## src/rtl/md_pkg.sv

```systemverilog
// ---------------------------------------------------------------------------
// md_pkg
// Shared types and constants for the multiply/divide unit.
//   md_op_e    : operation code presented by ID/EX
//   md_state_e : md_unit sequencer states
//   DIV0_LO    : quotient returned for a divide by zero (all ones; sliced to
//                the unit width, so any WIDTH up to 64 is covered)
// ---------------------------------------------------------------------------
package md_pkg;

  typedef enum logic [2:0] {
    NOP   = 3'd0,
    MULT  = 3'd1,
    MULTU = 3'd2,
    DIV   = 3'd3,
    DIVU  = 3'd4,
    MTHI  = 3'd5,
    MTLO  = 3'd6
  } md_op_e;

  typedef enum logic [1:0] {
    IDLE,
    CALC,
    FIXUP
  } md_state_e;

  localparam logic [63:0] DIV0_LO = '1;

endpackage

```

## src/rtl/md_div_step.sv

```systemverilog
// ---------------------------------------------------------------------------
// md_div_step
// One combinational restoring-division step.
//   rq_i      in  2*WIDTH  {remainder, quotient/dividend-shift} before the step
//   divisor_i in  WIDTH    divisor magnitude
//   rq_o      out 2*WIDTH  {remainder, quotient} after the step
// The pair is shifted left by one; if the shifted remainder is at least the
// divisor, the divisor is subtracted and a 1 enters the quotient LSB.
// ---------------------------------------------------------------------------
module md_div_step #(
  parameter int WIDTH = 32
) (
  input  logic [2*WIDTH-1:0] rq_i,
  input  logic [WIDTH-1:0]   divisor_i,
  output logic [2*WIDTH-1:0] rq_o
);

  logic [WIDTH:0] shifted;
  logic [WIDTH:0] trial;

  // The remainder is one bit wider during the trial so that the borrow out
  // of the subtraction (trial[WIDTH]) tells whether the divisor fitted.
  always_comb begin
    shifted = {rq_i[2*WIDTH-1:WIDTH], rq_i[WIDTH-1]};
    trial   = shifted - {1'b0, divisor_i};
    if (!trial[WIDTH]) begin
      rq_o = {trial[WIDTH-1:0], rq_i[WIDTH-2:0], 1'b1};
    end else begin
      rq_o = {shifted[WIDTH-1:0], rq_i[WIDTH-2:0], 1'b0};
    end
  end

endmodule

```

## src/rtl/md_unit.sv

```systemverilog
// ---------------------------------------------------------------------------
// md_unit
// Iterative multiply/divide unit sitting beside the EX-stage ALU. Owns HI/LO.
//   clk     in   1        rising-edge clock
//   rst     in   1        asynchronous active-low reset
//   start   in   1        op valid from ID/EX
//   op      in   3        md_op_e
//   rs_val  in   WIDTH    dividend / multiplicand / MTHI-MTLO source
//   rt_val  in   WIDTH    divisor / multiplier
//   flush   in   1        squash the in-flight op
//   busy    out  1        multiply/divide in progress
//   stall   out  1        hold PC/IFID/IDEX
//   done    out  1        one-cycle pulse, HI/LO written on the same edge
//   hilo    out  2*WIDTH  registered {HI,LO}
// Build option MD_FAST_MUL_EN: multiplies use a combinational multiplier and
// skip CALC (done two edges after start); divides stay iterative.
// ---------------------------------------------------------------------------
module md_unit
  import md_pkg::*;
#(
  parameter int WIDTH = 32,
  parameter int CNT_W = 6
) (
  input  logic               clk,
  input  logic               rst,
  input  logic               start,
  input  md_op_e             op,
  input  logic [WIDTH-1:0]   rs_val,
  input  logic [WIDTH-1:0]   rt_val,
  input  logic               flush,
  output logic               busy,
  output logic               stall,
  output logic               done,
  output logic [2*WIDTH-1:0] hilo
);

  md_state_e          state_q, state_d;
  logic [CNT_W-1:0]   cnt_q, cnt_d;
  logic [WIDTH-1:0]   opnd_q, opnd_d;
  logic [2*WIDTH-1:0] work_q, work_d;
  logic               neg_res_q, neg_res_d;
  logic               neg_rem_q, neg_rem_d;
  logic               is_div_q, is_div_d;
  logic               div0_q, div0_d;
  logic [WIDTH-1:0]   hi_q, hi_d;
  logic [WIDTH-1:0]   lo_q, lo_d;
  logic               done_q, done_d;

  logic               is_md_op, is_signed, is_div_op;
  logic [WIDTH-1:0]   abs_rs, abs_rt;
  logic [WIDTH:0]     mul_sum;
  logic [2*WIDTH-1:0] mul_nxt, div_nxt, prod, prod_fix;
  logic [WIDTH-1:0]   quo_fix, rem_fix;

  // Operand decode. Signed ops work on magnitudes; signs are reapplied in FIXUP.
  always_comb begin
    is_md_op  = op inside {MULT, MULTU, DIV, DIVU};
    is_signed = (op == MULT) || (op == DIV);
    is_div_op = (op == DIV) || (op == DIVU);
    abs_rs    = (is_signed && rs_val[WIDTH-1]) ? -rs_val : rs_val;
    abs_rt    = (is_signed && rt_val[WIDTH-1]) ? -rt_val : rt_val;
  end

  // Shift-add multiply step: work holds {partial product, remaining multiplier}.
  // The carry of the add is kept by shifting it into the top bit.
  always_comb begin
    mul_sum = {1'b0, work_q[2*WIDTH-1:WIDTH]} + (work_q[0] ? {1'b0, opnd_q} : '0);
    mul_nxt = {mul_sum, work_q[WIDTH-1:1]};
  end

  md_div_step #(.WIDTH(WIDTH)) u_div_step (
    .rq_i      (work_q),
    .divisor_i (opnd_q),
    .rq_o      (div_nxt)
  );

  // Sign fix-up. The remainder follows the dividend's sign, which also makes
  // HI equal rs_val on a divide by zero (the restoring loop leaves |rs| there).
  always_comb begin
`ifdef MD_FAST_MUL_EN
    prod = {{WIDTH{1'b0}}, opnd_q} * {{WIDTH{1'b0}}, work_q[WIDTH-1:0]};
`else
    prod = work_q;
`endif
    prod_fix = neg_res_q ? -prod : prod;
    quo_fix  = div0_q ? DIV0_LO[WIDTH-1:0]
                      : (neg_res_q ? -work_q[WIDTH-1:0] : work_q[WIDTH-1:0]);
    rem_fix  = neg_rem_q ? -work_q[2*WIDTH-1:WIDTH] : work_q[2*WIDTH-1:WIDTH];
  end

  // Sequencer: IDLE accepts ops, CALC iterates, FIXUP writes HI/LO.
  // A flush in CALC/FIXUP abandons the op with HI/LO untouched.
  always_comb begin
    state_d   = state_q;
    cnt_d     = cnt_q;
    opnd_d    = opnd_q;
    work_d    = work_q;
    neg_res_d = neg_res_q;
    neg_rem_d = neg_rem_q;
    is_div_d  = is_div_q;
    div0_d    = div0_q;
    hi_d      = hi_q;
    lo_d      = lo_q;
    done_d    = 1'b0;
    case (state_q)
      IDLE: begin
        if (start && !flush) begin
          if (is_md_op) begin
            opnd_d    = is_div_op ? abs_rt : abs_rs;
            work_d    = {{WIDTH{1'b0}}, (is_div_op ? abs_rs : abs_rt)};
            neg_res_d = is_signed && (rs_val[WIDTH-1] ^ rt_val[WIDTH-1]);
            neg_rem_d = is_signed && rs_val[WIDTH-1];
            is_div_d  = is_div_op;
            div0_d    = (rt_val == '0);
            cnt_d     = CNT_W'(WIDTH);
            state_d   = CALC;
`ifdef MD_FAST_MUL_EN
            if (!is_div_op) begin
              state_d = FIXUP;
            end
`endif
          end else if (op == MTHI) begin
            hi_d = rs_val;
          end else if (op == MTLO) begin
            lo_d = rs_val;
          end
        end
      end
      CALC: begin
        if (flush) begin
          state_d = IDLE;
        end else begin
          work_d = is_div_q ? div_nxt : mul_nxt;
          cnt_d  = cnt_q - CNT_W'(1);
          if (cnt_q == CNT_W'(1)) begin
            state_d = FIXUP;
          end
        end
      end
      FIXUP: begin
        state_d = IDLE;
        if (!flush) begin
          if (is_div_q) begin
            hi_d = rem_fix;
            lo_d = quo_fix;
          end else begin
            {hi_d, lo_d} = prod_fix;
          end
          done_d = 1'b1;
        end
      end
      default: state_d = IDLE;
    endcase
  end

  always_ff @(posedge clk or negedge rst) begin
    if (!rst) begin
      state_q   <= IDLE;
      cnt_q     <= '0;
      opnd_q    <= '0;
      work_q    <= '0;
      neg_res_q <= 1'b0;
      neg_rem_q <= 1'b0;
      is_div_q  <= 1'b0;
      div0_q    <= 1'b0;
      hi_q      <= '0;
      lo_q      <= '0;
      done_q    <= 1'b0;
    end else begin
      state_q   <= state_d;
      cnt_q     <= cnt_d;
      opnd_q    <= opnd_d;
      work_q    <= work_d;
      neg_res_q <= neg_res_d;
      neg_rem_q <= neg_rem_d;
      is_div_q  <= is_div_d;
      div0_q    <= div0_d;
      hi_q      <= hi_d;
      lo_q      <= lo_d;
      done_q    <= done_d;
    end
  end

  always_comb begin
    busy  = (state_q != IDLE);
    stall = busy | (start & (state_q != IDLE));
    done  = done_q;
    hilo  = {hi_q, lo_q};
  end

endmodule

```

## config.mk

```make
export PLATFORM = sky130hd
export DESIGN_NAME = md_unit
export DESIGN_NICKNAME = d
export VERILOG_FILES = /design/src/rtl/md_pkg.sv /design/src/rtl/md_div_step.sv /design/src/rtl/md_unit.sv
export SDC_FILE = /design/constraint.sdc
export NUM_CORES = 1
export LEC_CHECK = 0
export CORE_MARGIN = 10
export CORE_UTILIZATION = 40
export CTS_BUF_LIST = sky130_fd_sc_hd__clkbuf_8
export CTS_CLUSTER_DIAMETER = 100
export DETAILED_ROUTE_END_ITERATION = 10
export HOLD_SLACK_MARGIN = 0.08
export PLACE_DENSITY = 0.71
export SETUP_SLACK_MARGIN = 0.5
export SYNTH_ARGS = -nofsm -noshare
export SYNTH_HDL_FRONTEND = slang
export SYNTH_HIERARCHICAL = 1
export SYNTH_SLANG_ARGS = --single-unit
```

## constraint.sdc

```tcl
create_clock -name clk -period 7.4 [get_ports clk]
set_input_delay 1.11 -clock clk [delete_from_list [all_inputs] [get_ports clk]]
set_output_delay 1.11 -clock clk [all_outputs]
set_load 0.03 [all_outputs]
```

==> flow_summary.json <==
{
  "synth.area.top_cells": "dfrtp_1, o21ai_0, a21oi_1",
  "cp_data_required_time_ps": 7770,
  "vias_per_cell": 6.245,
  "antenna_left": 0,
  "synthXorXnorAreaFrac_pct": 9.485,
  "clock-sinks": 173,
  "routabilityCongestion": 0.9927,
  "clk_pin_slew_ps": 110,
  "start_util_pct": 40.81,
  "post-route-min-period_ps": 4281,
  "drtIter0Drc": 2118,
  "ys_types": 101,
  "cp-end-kind": "flop",
  "synth_seq_cells": 173,
  "multi_input_area_um2": 10600,
  "syn_nets": 2171,
  "synth_top_area_share_pct": 27.26,
  "cts_tree": "yes",
  "drc": 0,
  "r2r_cells": 17,
  "r2r_end": "prod[51]",
  "cts_hold_buf": 0,
  "place_area_um2": 17340,
  "synthAdderAreaFrac_pct": 5.767,
  "netlist_top_cells_count": "nand2_1, o21ai_0, a21oi_1, dfrtp_1, nor2_1",
  "avgRoutedWirePerCell_um": 23.81,
  "grt_pass1_vias": 15280,
  "clockBufferDepth": 2,
  "synth_top_family_by_area": "compound AO/OA/AOI/OAI gates",
  "grtUsageTotal_pct": 24.93,
  "setup_tns_ps": 0,
  "vias": 16210,
  "tightestPinTransition_ps": 1227,
  "swShare_pct": 51.53,
  "yosys.area_share.simple_pct": 21.70,
  "grt_pass1_wl_um": 92780,
  "antenna_found_initial": 0,
  "cp-endpoint": "prod[51]",
  "yosysWarnings": 6,
  "critPathLaunchType": "flop",
  "internal-power_mw": 3.526,
  "clock.fmax_ghz": 0.2336,
  "pwr-share-seq_pct": 26.4,
  "synth_edf_count": 0,
  "cts-buffers-inserted": 17,
  "cp.arrival_ps": 4660,
  "finalMaxSlewViolations": 0,
  "p_sw_mw": 3.748,
  "dieArea_um2": 48080,
  "hold_path_class": "reg -> reg",
  "min_period_over_period_pct": 57.85,
  "ys_seq_area_share_pct": 27.26,
  "grt_setup_unrepaired": "no",
  "power.static_leakage_nw": 7.299,
  "drive_gt1_share_pct": 6.500,
  "grt_max_degree": 96,
  "fin_nets": 2207,
  "status": "complete, no violations",
  "slew_headroom_pct": 17.91,
  "postSynthAreaPerCell_um2": 7.832,
  "fill_cells": 3895,
  "area_delta_synth_final_pct": 11.71,
  "report.final.hold_viol_count": 0,
  "ir_drop_mv": 0.2511,
  "cts_resized": 0,
  "syn-cell-area_um2": 15880,
  "synthArstFlopShare_pct": 100.0,
  "clock_skew_ps": 16.25,
  "reg2reg_from": "prod[31]",
  "synthMuxAreaShare_pct": 4.979,
  "power_density_nw_per_um2": 409.9,
  "io_pins": 138,
  "syn_inst": 2028,
  "crit_type": "reg -> reg",
  "seq_area_um2": 4333,
  "core.rowCount": 72,
  "pwr-share-clk_pct": 9.8,
  "first_pass_iters": 6,
  "cts_max_level": 4,
  "yosysTopAreaCell": "dfrtp_1",
  "yosysMostFrequentCell": "nand2_1",
  "fin_area_um2": 17740,
  "core_um2": 38920,
  "dp_hpwl_um": 47570,
  "clock-root-buffer": "clkbuf_8",
  "synth_ff_type": "dfrtp_1",
  "post_cts_buffers": 0,
  "crit_path_max_fanout": 24,
  "cp-startpoint": "prod[31]",
  "setup-violations-final": 0,
  "die_h_um": 219.3,
  "pwr-share-comb_pct": 63.7,
  "cap_violations": 0,
  "clk_latency_ps": 520,
  "gr-total-overflow": 0,
  "synth_compound_area_share_pct": 24.53,
  "wl_um": 61820,
  "die_x_um": 219.3,
  "numPortBuffers": 137,
  "reg2reg_slack_ps": 3120
}
[power by group through the flow]
| stage | Clock (mW) | Sequential, mW | Combinational, mW |
|---|---|---|---|
| after floorplan | 0 | 1.83 | 3.38 |
| after global placement | 0 | 1.90 | 4.52 |
| after detailed placement | 0 | 1.91 | 4.53 |
| after CTS | 0.722 | 1.89 | 4.56 |
| after global routing | 0.759 | 1.95 | 4.99 |
| final | 0.715 | 1.92 | 4.64 |
[placed cells by master (no fill, tap or decap), types with 13 or more instances in the layout]
| cell type | synthesis | final |
|---|---|---|
| xor2_1 | 72 | 72 |
| nand4_1 | 15 | 15 |
| or4_1 | 13 | 13 |
| and2_1 | 37 | 37 |
| and3_1 | 14 | 14 |
| dfrtp_1 | 173 | 172 |
| clkbuf_8 | 0 | 18 |
| a211oi_1 | 13 | 13 |
| buf_4 | 34 | 23 |
| o31ai_1 | 25 | 25 |
| o22ai_1 | 35 | 35 |
| a21oi_1 | 176 | 176 |
| clkdlybuf4s50_1 | 0 | 136 |
| nor2b_1 | 14 | 13 |
| mux2_4 | 19 | 19 |
| ha_1 | 70 | 70 |
| o21ai_0 | 200 | 198 |
| mux2i_1 | 37 | 37 |
| a22oi_1 | 17 | 17 |
| nor2_1 | 167 | 166 |
| nor4_1 | 19 | 19 |
| or3_1 | 32 | 32 |
| nand2_1 | 224 | 224 |
| o21a_1 | 13 | 13 |
| nand3_1 | 53 | 53 |
| a21o_1 | 33 | 33 |
| a31oi_1 | 30 | 30 |
| nor3_1 | 58 | 58 |
| xnor2_1 | 100 | 100 |
| inv_1 | 56 | 56 |
[cells by family (layout without fill, tap and decap cells)]
family	after synthesis	in the layout
simple gates	705	705
compound gates	639	639
buf+inv	200	249
flops	173	173
xor+xnor	172	172
fa+ha+maj	72	72
mux	67	67
other cells	0	1
[worst min path at each step]
stage,startpoint,end,slack (ps),cells past startpoint
floorplan,opnd_q[10],opnd_q[10],450,2
global placement,lo_q[1],lo_q[1],460,1
detailed placement,lo_q[1],lo_q[1],470,1
CTS,lo_q[1],lo_q[1],490,1
global route,lo_q[1],lo_q[1],510,1
finish,lo_q[1],lo_q[1],490,1
[per-layer routing]
| layer | vias up | GRT usage [%] | part of all wire [%] |
|---|---|---|---|
| li1 | 7375 | - | - |
| met1 | 7830 | 34.24 | 43 |
| met4 | 0 | 10.11 | 3.7 |
| met2 | 897 | 37.36 | 44 |
| met3 | 109 | 5.144 | 9.8 |
| met5 | - | 0 | 0 |
[sequential cells by signal (all words and copies together), names as in the netlist]
| signal | count |
|---|---|
| neg_res_q | 1 |
| hi_q | 32 |
| is_div_q | 1 |
| done | 1 |
| prod | 64 |
| neg_rem_q | 1 |
| state_q | 2 |
| div0_q | 1 |
| cnt_q | 6 |
| lo_q | 32 |
| opnd_q | 32 |
[per-stage QoR]
step                hold WS, ps  std cells  setup WS, ps  total power, mW  utilization, %
floorplan                 453.1       2028          3811            5.213               -
global placement          460.4       2563          3150            6.416           44.57
detailed placement        465.0       2563          3103            6.439           44.57
CTS                       486.7       2595          3199            7.172           45.59
global route              513.5       2595          2794            7.693           45.59
finish                    485.9       2596          3119            7.274           45.59
[cell type report]
cell class | instances | share of cell area, %
Multi-Input combinational cell | 1655 | 59.72
Sequential cell | 173 | 24.42
Timing Repair Buffer | 160 | 8.709
Tap cell | 518 | 3.653
Clock buffer | 18 | 1.396
Inverter | 57 | 1.248
Clock inverter | 14 | 0.8392
Antenna cell | 1 | 0.01410
[critical path, stage by stage, from the launching register on]
cell       delay (ps)
dfrtp_1           600
inv_1              90
ha_1              240
fa_1              410
and2b_1           240
o2111ai_2         140
a21oi_2           230
o2111ai_1         240
a211oi_2          340
nor2_4            100
mux2i_4           340
and2_4            310
inv_8             120
mux2_4            320
a21oi_1           140
nor2_1             50
a21oi_1           120
o21ai_0            90
No activity file was read; power rests on OpenSTA's default activity.
